--- src/rtl/load_store_unit_pkg.sv ---
// load_store_unit_pkg: shared state encoding, access sizes and funct3 codes for the LSU
package load_store_unit_pkg;
  typedef enum logic [1:0] {IDLE = 2'd0, ISSUE = 2'd1, WAIT = 2'd2, RESP = 2'd3} lsu_state_t;
  localparam logic [1:0] OPLEN_BYTE = 2'b00;
  localparam logic [1:0] OPLEN_HALF = 2'b01;
  localparam logic [1:0] OPLEN_WORD = 2'b10;
  localparam logic [2:0] F3_LB  = 3'b000;
  localparam logic [2:0] F3_LH  = 3'b001;
  localparam logic [2:0] F3_LW  = 3'b010;
  localparam logic [2:0] F3_LBU = 3'b100;
  localparam logic [2:0] F3_LHU = 3'b101;
  // Stores only have the signed-looking byte/half/word encodings
  function automatic logic f3_legal(input logic store, input logic [2:0] f3);
    return (f3 == F3_LB) || (f3 == F3_LH) || (f3 == F3_LW) ||
           (!store && ((f3 == F3_LBU) || (f3 == F3_LHU)));
  endfunction
endpackage

--- src/rtl/load_store_unit_extend.sv ---
// lsu_extend: sign/zero extension of right-aligned load data by funct3
module lsu_extend
  import load_store_unit_pkg::*;
(
  input  logic [2:0]  func3,
  input  logic [31:0] raw,
  output logic [31:0] data
);
  // Byte/half loads extend from bit 7/15; anything else passes the word through
  assign data = func3 == F3_LB  ? {{24{raw[7]}}, raw[7:0]} :
                func3 == F3_LH  ? {{16{raw[15]}}, raw[15:0]} :
                func3 == F3_LBU ? {24'b0, raw[7:0]} :
                func3 == F3_LHU ? {16'b0, raw[15:0]} : raw;
endmodule

--- src/rtl/load_store_unit.sv ---
// load_store_unit: RV32I load/store issue to the SDRAM data port; LOAD_STORE_UNIT_MISALIGN_TRAP_EN makes misaligned accesses error instead of being force-aligned
module load_store_unit
  import load_store_unit_pkg::*;
#(
  parameter int ADDR_W = 25
) (
  input  logic              clk,
  input  logic              rst_n,
  input  logic              req_valid,
  output logic              req_ready,
  input  logic              req_store,
  input  logic [2:0]        req_func3,
  input  logic [31:0]       req_base,
  input  logic [31:0]       req_imm,
  input  logic [31:0]       req_wdata,
  input  logic [4:0]        req_rd,
  output logic              resp_valid,
  output logic              resp_we,
  output logic [4:0]        resp_rd,
  output logic [31:0]       resp_data,
  output logic              resp_err,
  output logic              busy,
  output logic              mem_enable,
  output logic              mem_rw,
  output logic [1:0]        mem_oplen,
  output logic [ADDR_W-1:0] mem_addr,
  output logic [31:0]       mem_wdata,
  input  logic              mem_valid,
  input  logic [31:0]       mem_rdata
);
  lsu_state_t        state;
  logic              store_q;
  logic [2:0]        f3_q;
  logic [4:0]        rd_q;
  logic              first_q;
  logic [31:0]       ea;
  logic [31:0]       ext;
  logic [31:0]       wdata_al;
  logic [ADDR_W-1:0] addr_al;
  logic              half;
  logic              word;
  logic              bad;
  logic              unused_ea_hi;
  assign ea           = req_base + req_imm;
  assign unused_ea_hi = ^ea[31:ADDR_W];
  assign half         = req_func3[1:0] == OPLEN_HALF;
  assign word         = req_func3[1:0] == OPLEN_WORD;
  assign wdata_al     = req_func3[1:0] == OPLEN_BYTE ? {24'b0, req_wdata[7:0]} :
                        half ? {16'b0, req_wdata[15:0]} : req_wdata;
`ifdef LOAD_STORE_UNIT_MISALIGN_TRAP_EN
  assign bad     = !f3_legal(req_store, req_func3) || (half && ea[0]) || (word && |ea[1:0]);
  assign addr_al = ea[ADDR_W-1:0];
`else
  assign bad     = !f3_legal(req_store, req_func3);
  assign addr_al = {ea[ADDR_W-1:2], ea[1] & ~word, ea[0] & ~(half | word)};
`endif
  assign busy      = state != IDLE;
  assign req_ready = state == IDLE;
  lsu_extend u_ext (
    .func3(f3_q),
    .raw  (mem_rdata),
    .data (ext)
  );
  // Request accept, one-shot port issue, completion capture and response pulse
  always_ff @(posedge clk or negedge rst_n) begin
    if (!rst_n) begin
      state      <= IDLE;
      store_q    <= 1'b0;
      f3_q       <= 3'b0;
      rd_q       <= 5'b0;
      first_q    <= 1'b0;
      resp_valid <= 1'b0;
      resp_we    <= 1'b0;
      resp_rd    <= 5'b0;
      resp_data  <= 32'b0;
      resp_err   <= 1'b0;
      mem_enable <= 1'b0;
      mem_rw     <= 1'b0;
      mem_oplen  <= 2'b0;
      mem_addr   <= '0;
      mem_wdata  <= 32'b0;
    end else begin
      resp_valid <= 1'b0;
      resp_we    <= 1'b0;
      mem_enable <= 1'b0;
      case (state)
        IDLE: if (req_valid) begin
          store_q <= req_store;
          f3_q    <= req_func3;
          rd_q    <= req_rd;
          if (bad) begin
            state      <= RESP;
            resp_valid <= 1'b1;
            resp_err   <= 1'b1;
            resp_rd    <= req_rd;
            resp_data  <= 32'b0;
          end else begin
            state      <= ISSUE;
            mem_enable <= mem_valid;
            mem_rw     <= ~req_store;
            mem_oplen  <= req_func3[1:0];
            mem_addr   <= addr_al;
            mem_wdata  <= wdata_al;
          end
        end
        ISSUE: if (mem_enable) begin
          state   <= WAIT;
          first_q <= 1'b1;
        end else begin
          mem_enable <= mem_valid;
        end
        WAIT: if (first_q) begin
          first_q <= 1'b0;
        end else if (mem_valid) begin
          state      <= RESP;
          resp_valid <= 1'b1;
          resp_err   <= 1'b0;
          resp_rd    <= rd_q;
          resp_we    <= ~store_q & |rd_q;
          resp_data  <= store_q ? 32'b0 : ext;
        end
        default: state <= IDLE;
      endcase
    end
  end
endmodule

--- config.mk ---
export PLATFORM = sky130hd
export DESIGN_NAME = load_store_unit
export DESIGN_NICKNAME = d
export VERILOG_FILES = /design/src/rtl/load_store_unit_pkg.sv /design/src/rtl/load_store_unit_extend.sv /design/src/rtl/load_store_unit.sv
export SDC_FILE = /design/constraint.sdc
export NUM_CORES = 1
export LEC_CHECK = 0
export CAP_MARGIN = 20
export CORE_MARGIN = 8
export CORE_UTILIZATION = 47
export CTS_CLUSTER_DIAMETER = 40
export CTS_CLUSTER_SIZE = 8
export DETAILED_ROUTE_END_ITERATION = 10
export PLACE_DENSITY = 0.86
export SETUP_SLACK_MARGIN = 0.1
export SYNTH_ARGS = -nofsm -noshare
export SYNTH_HDL_FRONTEND = slang
export SYNTH_SLANG_ARGS = --single-unit
--- constraint.sdc ---
create_clock -name clk -period 4.5 [get_ports clk]
set_clock_uncertainty 0.1 [all_clocks]
set_input_delay 0.9 -clock clk [delete_from_list [all_inputs] [get_ports clk]]
set_output_delay 0.9 -clock clk [all_outputs]
set_load 0.02 [all_outputs]
==> results.json <==
{
  "status": "finished, final reports clean",
  "synth_edf_count": 0,
  "ys_warn_count": 0,
  "setup_viol": 0,
  "detail-route-antenna-nets": 0,
  "grt_setup_unrepaired": "no",
  "drv_slew": 0,
  "diodes": 0,
  "die_y_um": 130,
  "cts_tree": "built",
  "critPathMaxFanout": 4,
  "insertion_delay_ps": 400,
  "grt_pass1_vias": 5887,
  "initial_core_util_pct": 48.1,
  "cts_hold_buf": 0,
  "die_area_um2": 16800,
  "syn_area_um2": 6080,
  "grt_max_degree": 59,
  "avgSynthCellArea_um2": 8.86,
  "coreArea_um2": 12600,
  "worst-path-buf-inv": 2,
  "dr.pass1.iters": 4,
  "wl_mm": 18.7,
  "cpPeakStageDelay_ps": 460,
  "vdd_ir_drop_max_mv": 0.300,
  "finalSetupTns_ps": 0,
  "crit_path_frequent_cell": "o21ai_0",
  "cp_top_family": "compound AO/OA/AOI/OAI gates",
  "synth-main-ff-cell": "dfrtp_1",
  "hold_viol": 0,
  "clkSinkCount": 113,
  "postCtsSetupBuffers": 0,
  "p_leak_nw": 3.96,
  "synthCells": 686,
  "cts_inserted_buffers": 17,
  "whs_ps": 361,
  "nets": 1073,
  "syn_nets": 859,
  "num_rows": 41,
  "grtUsageTotal_pct": 22.4,
  "grt_pass1_wl_mm": 29.5,
  "worst-setup-path-type": "input pin to register",
  "place_hpwl_mm": 14.0,
  "pin_count": 244,
  "cts.repair.resized": 0,
  "synth_cell_types": 55,
  "syn_to_final_growth_pct": 48.9,
  "fin_crit_ps": 3380,
  "drtIter0Drc": 311,
  "ys_ff_latch": 113,
  "p_per_area_nw_per_um2": 604,
  "portBuffers": 229,
  "vias": 5840,
  "maxCapViolCount": 0,
  "yosysSeqAreaShare_pct": 46.5,
  "fillers": 969,
  "grt_antenna_before_repair": 0,
  "root_buffer": "clkbuf_16",
  "fin_crit_sh_pct": 75.1,
  "clockBufferDepth": 2,
  "grt_overflow": 0,
  "drcViolationCount": 0,
  "cp-end-kind": "register",
  "async_flop_share_pct": 100,
  "fmax_ghz": 0.296,
  "vias_per_cell": 5.38,
  "cp.required_ps": 4690,
  "crit_path_start_kind": "input pin",
  "hold_path.class": "register to register",
  "globalplace.congestion": 0.908,
  "drive_above_1_share_pct": 7.56,
  "max_slew_margin_pct": 47.1,
  "crit_arrival_ps": 3570,
  "crit_path_cell_trace": "clkdlybuf4s50_1 > ha_1 > inv_1 > fa_1 > nand2b_1 > a21oi_1 > o21ai_0 > a211oi_1 > o21ai_0 > a31o_2",
  "die-width_um": 130,
  "cts_max_level": 4,
  "routedWlPerCell_um": 17.2,
  "cpMaxStageDelayCell": "clkdlybuf4s50_1",
  "worst_slew_pin_slew_ps": 793,
  "path_clk_slew_ps": 50
}
==> cells by family after synthesis <==
group           Yosys count  share of synthesized area, %
compound gates          177                          17.6
xor+xnor                 16                          2.31
fa+ha+maj                32                          6.71
buf+inv                  56                          3.79
flops                   113                          46.5
mux                      16                          2.78
simple gates            276                          20.2
==> registers in the layout, summed over array words and instances (netlist names) <==
| signal | flops |
|---|---|
| mem_wdata | 32 |
| resp_we | 1 |
| mem_addr | 25 |
| resp_rd | 5 |
| mem_oplen | 2 |
| resp_data | 32 |
| first_q | 1 |
| rd_q | 5 |
| resp_err | 1 |
| mem_enable | 1 |
| mem_rw | 1 |
| state | 2 |
| resp_valid | 1 |
| f3_q | 3 |
| store_q | 1 |
==> final cells by class <==
cell class	instances	area [µm²]	share of cell area, %
flip-flops and latches	113	2830	31.3
well taps	172	215	2.38
multi-input cells	517	3030	33.5
clock buffers	19	433	4.78
clock inverters	13	139	1.54
repair buffers	237	2350	26.0
inverters	14	52.6	0.581
==> worst reg2reg max path: stages, from the launching register on <==
cell	delay (ps)
dfrtp_1	410
inv_1	100
ha_1	520
nand2b_1	150
or3_1	500
or2_1	570
o21ai_0	300
==> cell usage after synthesis, drive strengths merged (9+ instances only) <==
cell	instances	share of area, %
ha	31	6.4
nand3b	9	1.1
inv	14	0.86
nand2	169	10
nand4	11	1.1
xnor2	9	1.3
a21oi	55	4.6
nand3	28	2.3
mux2i	9	1.5
nor2	22	1.5
o21ai	77	7.0
dfrtp	113	47
clkbuf	31	1.9
buf	11	1.0
==> stage by stage <==
step	setup slack, ps	instance area [µm²]	instances	util (%)	total power, mW
finish	1120	9050	1085	71.7	5.46
global route	892	9050	1085	71.7	5.79
global placement	713	8470	1052	67.1	4.12
CTS	1110	9040	1084	71.6	5.50
floorplan	1660	6080	686	-	3.00
detailed placement	707	8470	1052	67.1	4.19
==> final timing paths <==
kind	startpoint	end	slack [ps]	depth (start not counted)
worst max-delay path	req_base[0]	mem_addr[20]$_DFFE_PN0P_	1120	10
worst min-delay path	mem_wdata[9]$_DFFE_PN0P_	mem_wdata[9]$_DFFE_PN0P_	360	2
worst max register to register	state[0]$_DFFE_PN0P_	resp_data[30]$_DFFE_PN0P_	1760	6
worst min register to register	mem_wdata[9]$_DFFE_PN0P_	mem_wdata[9]$_DFFE_PN0P_	360	2
max in group asynchronous	rst_n	mem_wdata[17]$_DFFE_PN0P_	2950	2
min in group asynchronous	rst_n	resp_data[13]$_DFFE_PN0P_	460	1
==> per-layer routing <==
metal | up-vias | track usage, % | routed length (µm)
met5 | - | 0 | 0
met4 | 0 | 9.29 | 520
met3 | 32 | 7.34 | 1510
met2 | 209 | 37.8 | 9170
met1 | 2775 | 25.6 | 7500
li1 | 2824 | - | -
==> cells in the final DEF (no fill, tap or decap), types with 5 or more instances in the layout <==
master and n:
a21oi_1 54, o21ai_2 10, buf_4 9, clkdlybuf4s50_1 228, ha_1 31, nand2_1 169
mux2i_1 9, xor2_1 7, nor3_1 7, or2_2 5, nand4_1 11, mux2_2 7
clkinvlp_4 5, xnor2_1 9, nand3_1 28, inv_1 14, nor2_1 20, clkbuf_16 17
dfrtp_1 113, a211oi_1 6, o21a_1 5, nand3b_1 9, nand2b_1 8, o211ai_1 6
o21ai_0 66
==> power by group <==
| group | internal [mW] | switching [mW] |
|---|---|---|
| sequential | 1.43 | 0.263 |
| clock | 0.813 | 0.465 |
| combinational | 1.10 | 1.39 |
| total | 3.35 | 2.11 |
No activity file was read; power rests on OpenSTA's default activity.
